==> config.mk <==
export PLATFORM = sky130hd
export DESIGN_NAME = mem_arbiter
export DESIGN_NICKNAME = d
export VERILOG_FILES = /design/src/rtl/mem_arbiter.sv
export SDC_FILE = /design/constraint.sdc
export NUM_CORES = 2
export LEC_CHECK = 0
export BUFFER_PORTS_ARGS = -buffer_cell sky130_fd_sc_hd__buf_2
export CORE_AREA = 10 10 574 576
export CTS_CLUSTER_SIZE = 28
export DETAILED_ROUTE_END_ITERATION = 8
export DIE_AREA = 0 0 584 586
export PLACE_DENSITY = 0.44
export RECOVER_POWER = 50
export SETUP_SLACK_MARGIN = 0.4
export SLEW_MARGIN = 5
export SYNTH_ARGS = -nofsm -noshare
export SYNTH_HDL_FRONTEND = slang
export SYNTH_SLANG_ARGS = --single-unit
==> constraint.sdc <==
create_clock -name clk -period 60 [get_ports clk]
set_input_delay 6 -clock clk [delete_from_list [all_inputs] [get_ports clk]]
set_output_delay 6 -clock clk [all_outputs]
set_load 0.02 [all_outputs]
==> src/rtl/mem_arbiter.sv <==
// -----------------------------------------------------------------------------
// mem_arbiter
//   Shares one memory bus between the I-cache and D-cache miss/write ports.
//   Each cache's one-cycle request pulse is latched into a per-port pending slot.
//   The arbiter grants one port at a time and uses round robin when both wait.
//   A read miss becomes an aligned BEATS-beat line fill, and the beats are
//   assembled into a BLOCKSZ-bit line. A write is a single-beat pass-through.
//   Each completion is returned as a one-cycle *_data_valid pulse.
//
// Ports
//   clk, rst                 clock; synchronous active-high reset
//   ic_req/ic_addr/ic_wr_en/ic_data_in    I-cache request (req is a 1-cycle pulse)
//   ic_data_out/ic_data_valid             filled line / completion pulse to I-cache
//   dc_*                                  D-cache port, same shape as ic_*
//   bus_req/bus_addr/bus_wr_en/bus_wdata  bus address phase (held until bus_ack)
//   bus_ack                               address phase accepted
//   bus_rdata/bus_rvalid                  read beats
//   bus_wdone                             write completed
// -----------------------------------------------------------------------------
module mem_arbiter #(
  parameter int BLOCKSZ     = 512,
  parameter int WIDTH       = 64,
  parameter int ADDRESSSIZE = 64
) (
  input  logic                   clk,
  input  logic                   rst,
  input  logic                   ic_req,
  input  logic [ADDRESSSIZE-1:0] ic_addr,
  input  logic                   ic_wr_en,
  input  logic [WIDTH-1:0]       ic_data_in,
  output logic [BLOCKSZ-1:0]     ic_data_out,
  output logic                   ic_data_valid,
  input  logic                   dc_req,
  input  logic [ADDRESSSIZE-1:0] dc_addr,
  input  logic                   dc_wr_en,
  input  logic [WIDTH-1:0]       dc_data_in,
  output logic [BLOCKSZ-1:0]     dc_data_out,
  output logic                   dc_data_valid,
  output logic                   bus_req,
  output logic [ADDRESSSIZE-1:0] bus_addr,
  output logic                   bus_wr_en,
  output logic [WIDTH-1:0]       bus_wdata,
  input  logic                   bus_ack,
  input  logic [WIDTH-1:0]       bus_rdata,
  input  logic                   bus_rvalid,
  input  logic                   bus_wdone
);

  localparam int BEATS = BLOCKSZ / WIDTH;
  localparam int CNT_W = (BEATS > 1) ? $clog2(BEATS) : 1;
  localparam int IDX_W = $clog2(BLOCKSZ);

  localparam logic [CNT_W-1:0]       LAST_BEAT = CNT_W'(BEATS - 1);
  // Reads fetch the whole line, so drop the byte-offset-within-line bits.
  localparam logic [ADDRESSSIZE-1:0] LINE_MASK = ~ADDRESSSIZE'(BLOCKSZ / 8 - 1);

  localparam logic [2:0] S_IDLE  = 3'd0;
  localparam logic [2:0] S_ADDR  = 3'd1;
  localparam logic [2:0] S_READ  = 3'd2;
  localparam logic [2:0] S_WRITE = 3'd3;
  localparam logic [2:0] S_DONE  = 3'd4;

  // Port index used for grant, pending and valid vectors.
  localparam logic PORT_IC = 1'b0;
  localparam logic PORT_DC = 1'b1;

  // Control state
  logic [2:0]             state_q,      state_d;
  logic                   grant_q,      grant_d;
  logic                   last_grant_q, last_grant_d;
  logic [1:0]             pend_q,       pend_d;
  logic [CNT_W-1:0]       beat_cnt_q,   beat_cnt_d;
  logic                   bus_req_q,    bus_req_d;
  logic [ADDRESSSIZE-1:0] bus_addr_q,   bus_addr_d;
  logic                   bus_wr_en_q,  bus_wr_en_d;
  logic [WIDTH-1:0]       bus_wdata_q,  bus_wdata_d;
  logic [BLOCKSZ-1:0]     ic_out_q,     ic_out_d;
  logic [BLOCKSZ-1:0]     dc_out_q,     dc_out_d;
  logic [1:0]             valid_q,      valid_d;

  // Datapath storage
  logic [BLOCKSZ-1:0]     line_q,       line_d;
  logic [ADDRESSSIZE-1:0] lat_addr_q [2];
  logic [WIDTH-1:0]       lat_data_q [2];
  logic [1:0]             lat_wr_q;

  logic [1:0]             req_vec;
  logic [1:0]             clr_vec;
  logic [1:0]             accept;
  logic                   gnt_sel;
  logic [IDX_W-1:0]       beat_base;

  assign req_vec   = {dc_req, ic_req};
  assign beat_base = IDX_W'(beat_cnt_q) * IDX_W'(WIDTH);

  // Pending slots. The slot being retired in DONE may be refilled in the
  // same cycle: a new request wins over the clear.
  always_comb begin
    // NOTE: every always_comb output gets a default first so no path leaves it unassigned (no latch).
    clr_vec = '0;
    if (state_q == S_DONE) clr_vec[grant_q] = 1'b1;
    accept = req_vec & (~pend_q | clr_vec);
    pend_d = (pend_q & ~clr_vec) | accept;
  end

  // Round robin only matters when both ports wait; otherwise take the one that does.
  always_comb begin
    if (pend_q == 2'b11) gnt_sel = ~last_grant_q;
    else                 gnt_sel = pend_q[PORT_DC];
  end

  always_comb begin
    state_d      = state_q;
    grant_d      = grant_q;
    last_grant_d = last_grant_q;
    beat_cnt_d   = beat_cnt_q;
    bus_req_d    = bus_req_q;
    bus_addr_d   = bus_addr_q;
    bus_wr_en_d  = bus_wr_en_q;
    bus_wdata_d  = bus_wdata_q;
    ic_out_d     = ic_out_q;
    dc_out_d     = dc_out_q;
    line_d       = line_q;
    valid_d      = '0;

    case (state_q)
      S_IDLE: begin
        if (|pend_q) begin
          grant_d     = gnt_sel;
          bus_req_d   = 1'b1;
          bus_wr_en_d = lat_wr_q[gnt_sel];
          if (lat_wr_q[gnt_sel]) begin
            bus_addr_d  = lat_addr_q[gnt_sel];
            bus_wdata_d = lat_data_q[gnt_sel];
          end else begin
            bus_addr_d  = lat_addr_q[gnt_sel] & LINE_MASK;
            bus_wdata_d = '0;
          end
          state_d = S_ADDR;
        end
      end

      S_ADDR: begin
        if (bus_ack) begin
          bus_req_d  = 1'b0;
          beat_cnt_d = '0;
          state_d    = bus_wr_en_q ? S_WRITE : S_READ;
        end
      end

      S_READ: begin
        if (bus_rvalid) begin
          line_d[beat_base +: WIDTH] = bus_rdata;
          beat_cnt_d = beat_cnt_q + CNT_W'(1);
          if (beat_cnt_q == LAST_BEAT) begin
            // Publish the finished line together with the valid pulse.
            if (grant_q == PORT_DC) dc_out_d = line_d;
            else                    ic_out_d = line_d;
            valid_d[grant_q] = 1'b1;
            state_d          = S_DONE;
          end
        end
      end

      S_WRITE: begin
        if (bus_wdone) begin
          valid_d[grant_q] = 1'b1;
          state_d          = S_DONE;
        end
      end

      S_DONE: begin
        last_grant_d = grant_q;
        state_d      = S_IDLE;
      end

      default: state_d = S_IDLE;
    endcase
  end

  always_ff @(posedge clk) begin
    if (rst) begin
      // NOTE: sequential state uses non-blocking assignments so every register samples pre-edge values.
      state_q      <= S_IDLE;
      grant_q      <= PORT_IC;
      last_grant_q <= PORT_IC;
      pend_q       <= '0;
      beat_cnt_q   <= '0;
      bus_req_q    <= 1'b0;
      bus_addr_q   <= '0;
      bus_wr_en_q  <= 1'b0;
      bus_wdata_q  <= '0;
      ic_out_q     <= '0;
      dc_out_q     <= '0;
      valid_q      <= '0;
    end else begin
      state_q      <= state_d;
      grant_q      <= grant_d;
      last_grant_q <= last_grant_d;
      pend_q       <= pend_d;
      beat_cnt_q   <= beat_cnt_d;
      bus_req_q    <= bus_req_d;
      bus_addr_q   <= bus_addr_d;
      bus_wr_en_q  <= bus_wr_en_d;
      bus_wdata_q  <= bus_wdata_d;
      ic_out_q     <= ic_out_d;
      dc_out_q     <= dc_out_d;
      valid_q      <= valid_d;
    end
  end

  // NOTE: pure data storage is left unreset; it is only read after pend or the beat counter qualifies it.
  always_ff @(posedge clk) begin
    line_q <= line_d;
    if (accept[PORT_IC]) begin
      lat_addr_q[PORT_IC] <= ic_addr;
      lat_data_q[PORT_IC] <= ic_data_in;
      lat_wr_q[PORT_IC]   <= ic_wr_en;
    end
    if (accept[PORT_DC]) begin
      lat_addr_q[PORT_DC] <= dc_addr;
      lat_data_q[PORT_DC] <= dc_data_in;
      lat_wr_q[PORT_DC]   <= dc_wr_en;
    end
  end

  assign bus_req       = bus_req_q;
  assign bus_addr      = bus_addr_q;
  assign bus_wr_en     = bus_wr_en_q;
  assign bus_wdata     = bus_wdata_q;
  assign ic_data_out   = ic_out_q;
  assign dc_data_out   = dc_out_q;
  assign ic_data_valid = valid_q[PORT_IC];
  assign dc_data_valid = valid_q[PORT_DC];

endmodule

# Word-level counts from Yosys, hierarchy flattened
# Memories as Yosys holds them, arrays and structs flattened.
# Index checks and enable logic that the tools add are counted.
# totals
reg_bits	1680
mem_bits_rw	256
input_bits	329
out_inout_bits	1156
elab_cells	85
mem_count	2
# mem_list
name	depth	word_bits	rd	rd_clocked_by_memory_dff	write_ports	line	source
lat_addr_q	2	64	1	0	2	83	logic [ADDRESSSIZE-1:0] lat_addr_q [2];
lat_data_q	2	64	1	0	2	84	logic [WIDTH-1:0] lat_data_q [2];
# op_classes
n_addsub	2
magnitude_cmp	3
eq_ne	11
shifts	2
muxes	30
bitwise_logic	8
n_reduce_logical	12
# ops
operator	n
bitwise mux 512 bit	1
variable shift 64 x 11 -> 512 bit (first input constant)	1
indexed part select 64 x 11 -> 512 bit	1
2-to-1 mux 64 bit	1
2-to-1 mux 3 bit	7
case mux 3 bit (4 select lines)	1
2-to-1 mux 1 bit	11
negator 9 -> 11 bit	1
!= test 2 bit (second input constant)	5
2-to-1 mux 2 bit	4
AND reduction 4 bit	2
== test 3 x 2 -> 1 bit (second input constant)	2
== test 3 bit (second input constant)	2
2-to-1 mux 6 bit	1
case mux 3 bit (2 select lines)	1
AND reduction 3 bit	2
AND reduction 5 bit	1
bitwise AND 2 bit	2
less-than comparator 1 x 2 -> 1 bit (second input constant)	2
inverter 2 bit	2
bitwise OR 2 bit	2
case mux 2 bit (2 select lines)	1
AND reduction 2 bit	2
nonzero test 2 bit	2
other kinds (10)	11

# Longest topological paths before layout
# depth
ltp_word	9
depth_mapped	10
mapped_depth_nobuf	6

# Worst setup path after synthesis
# OpenSTA, ideal clock, no wires.
# synth_timing
kind	input to register
start	input bus_rvalid
end	register line_q[0] (enable)
setup_ns	1.398
arrival_ns	27.270
required_time_ns	58.602
slack_ns	31.332
cell_stages	2
path_buffers	0
cell_sequence	nand3b_1 > nor2_1
# synth_between
elab_chain_len	1
# synth_rtl
element	line	source
start: declaration	45	input logic bus_rvalid,
AND reduction 2 bit (no line)	--	
end signal: assignment	214	line_q <= line_d;
end: declaration	82	logic [BLOCKSZ-1:0] line_q, line_d;
# No other way between the ends.
# A chain may end at the register's enable or synchronous reset.

# Worst setup path after layout
# layout_timing
start	input rst
end	register dc_out_q[302] (netlist: dc_data_out[302])
# layout_rtl
element	line	source
start: declaration	26	input logic rst,
end signal: assignment	207	dc_out_q <= dc_out_d;
end: declaration	78	logic [BLOCKSZ-1:0] dc_out_q, dc_out_d;
# No word-level cell between the ends.

==> flow_summary.yaml <==
run_status:
  violations: "capacitance limit, slew limit"
  status: "finished, violations left"
logic_synthesis:
  postSynthNetCount: 6948
  ys_async_sr_fraction: 0
  synth_enable_flop_cells: 770
  synthCells: 6614
  ys_types: 51
  ys_ff_latch: 1936
  avgSynthCellArea_um2: 11.40
  synth_seq_area_share: 0.6164
  syn_area_mm2: 0.07538
  ys.warnings.count: 0
  synth_flop_cell: "dfxtp_1"
power_and_ir_drop:
  p_per_area_mw_per_mm2: 33.35
  ir_worst_vdd_uv: 23.70
  leakage_nw: 30.88
floorplanning:
  ios: 1485
  coreArea_mm2: 0.3173
  start_util: 0.2376
  fp.dieArea_mm2: 0.3422
  dieWidth_um: 584
  die_h_um: 586
  rows: 207
sta:
  period_share: 0.2779
  hold_viol: 0
  finalSetupTns_ps: 0
  slew_violations: 1385
  relSlewSlack: -3.827
  max_freq_ghz: 0.05998
  setup_violations: 0
  finClkSkew_ps: 64.89
  min_period_ps: 16670
  worst_slack_ps: 43330
  rsz0062_at_grt: "no"
  worst_pin_slew_ps: 7240
global_routing:
  grt_usage: 0.2270
  grt-ovfl-total: 0
  antenna_found_initial: 85
  grt_first_pass_wirelength_mm: 553.4
  grt_max_degree: 192
  grt_pass1_vias: 62052
worst_hold_path:
  hold_class: "flop to flop"
final_layout:
  drive_above_1_share: 0.1686
  area_growth_pct: 22.05
  fin_nets: 7968
  fin_cells: 12075
setup_path:
  end_kind: "flop"
  cp.required_ps: 60680
  path_max_fanout: 135
  worstPathArrival_ps: 17360
  r2r_setup_slack_ps: 51960
  crit_path_start_kind: "input pin"
  crit_type: "input pin to flop"
route:
  drt-total-wl_mm: 415.1
  drt_iter0_drc: 6622
  firstDrtPassIters: 6
  route.vias.total: 64630
  post_drt_wl_per_cell_um: 34.38
  viasPerCell: 5.352
  ant_nets: 0
  drc: 0
clock_network:
  path_clk_slew_ps: 60
  numCtsBuffers: 225
  cts_tree: "done"
  postCtsSetupRepairBufs: 0
  cts_hold_buf: 0
  clock_latency_ps: 890
  clock_sinks: 1936
  cts-root-buf: "clkbuf_16"
  cts_resized: 0
  clock_path_buffers: 4
  htreeDepth: 4
placed_design:
  gp_congestion: 0.8460
  dp_cells: 11587
  place_ws_ps: 49260
  hpwl_mm: 279.2
  port_buffers: 1484
job:
  cap_viol_max_count: 76
logic make-up (layout without fill, tap and decap cells):
| kind of cell | after synthesis | in the layout | share of synthesized area |
|---|---|---|---|
| other | 0 | 65 | 0 |
| buffers and inverters | 1076 | 2292 | 0.06553 |
| muxes | 256 | 256 | 0.03399 |
| DFF | 1936 | 1936 | 0.6164 |
| and+or+nand+nor | 700 | 700 | 0.04768 |
| AOI/OAI and AO/OA | 2641 | 2641 | 0.2356 |
| adders and majority gates | 5 | 5 | 0.0008299 |
cells in the mapped netlist (all sizes together), types with 2 or more instances:
cell type | n | share of area
a211oi | 570 | 0.057
edfxtp | 770 | 0.31
nor2b | 4 | 0.00033
a21boi | 2 | 0.00020
nand4b | 8 | 0.00093
inv | 263 | 0.013
nor3 | 2 | 0.00013
o32ai | 58 | 0.0067
buf | 386 | 0.031
ha | 5 | 0.00083
and2 | 7 | 0.00058
nand3 | 145 | 0.0096
nand2 | 260 | 0.013
nand4 | 249 | 0.021
o41ai | 2 | 0.00023
clkbuf | 426 | 0.021
and4bb | 3 | 0.00050
o31ai | 132 | 0.014
nor2 | 8 | 0.00043
nand3b | 3 | 0.00030
mux2i | 256 | 0.034
a311oi | 583 | 0.069
o21ai | 130 | 0.012
a21oi | 1159 | 0.077
dfxtp | 1166 | 0.31
or2 | 3 | 0.00025
worst paths after layout:
path,startpoint,cells after the start,to
max,rst,5,dc_data_out[302]
min,bus_req,2,bus_req
max reg2reg,state_q[2],4,lat_data_q[0][9]
min reg2reg,bus_req,2,bus_req
stage by stage:
step / cell area, µm² / util / hold WS [ps] / power [W]
after floorplan: 75380 / - / 458.7 / 0.001561
after global placement: 85220 / 0.2686 / 471.4 / 0.001658
after detailed placement: 85220 / 0.2686 / 482.9 / 0.001659
after CTS: 92880 / 0.2928 / 494.2 / 0.003101
after global routing: 91880 / 0.2896 / 521.3 / 0.003160
final: 92010 / 0.2900 / 496.4 / 0.003069
flip-flops by register name (all words and copies together), names as in the netlist:
signal / flops
bus_wr_en: 1
pend_q: 2
bus_wdata: 64
dc_data_out: 512
state_q: 3
bus_req: 1
line_q: 512
beat_cnt_q: 3
lat_data_q: 128
lat_addr_q: 128
bus_addr: 64
lat_wr_q: 2
valid_q: 2
grant_q: 1
ic_data_out: 512
last_grant_q: 1
routing by layer:
layer,up-vias,part of all wire,track usage
met5,-,0.00046,0
met4,28,0.064,0.1219
met3,755,0.10,0.07302
met2,3515,0.46,0.3624
met1,32506,0.38,0.2722
li1,27826,-,-
where the power goes:
part | internal [W] | total, W | switching, W
logic | 0.0000412 | 0.000211 | 0.000169
clock network | 0.000835 | 0.00144 | 0.000605
registers | 0.00140 | 0.00142 | 0.0000167
layout make-up:
class / instances / area, µm²
well taps: 4180 / 5230
multi-input cells: 3602 / 24110
inverters: 264 / 998.5
clock inverters: 96 / 1031
clock buffers: 327 / 6636
flip-flops and latches: 1936 / 46460
diodes: 65 / 162.7
repair buffers: 1605 / 7372
fillers: 33289 / 225300
worst max-delay path, cell delays in order:
cell and delay, ps:
clkbuf_1 3320, clkbuf_1 5320, buf_4 1250, buf_4 980
a311oi_1 120
cell usage in the layout, fill, tap and decap left out, drive strengths merged, types with 3 or more instances in the layout:
cell type,instances
o21ai,130
or2,3
o31ai,132
edfxtp,770
nand4b,8
nor2b,4
nand2,260
nand4,249
bufinv,15
and2,7
a21oi,1159
inv,280
diode,65
nand3,145
nand3b,3
a311oi,583
o32ai,58
clkbuf,1080
and4bb,3
clkinvlp,8
ha,5
a211oi,570
buf,852
nor2,8
dfxtp,1166
mux2i,256
clkinv,57
No activity file was read; power rests on OpenSTA's default activity.
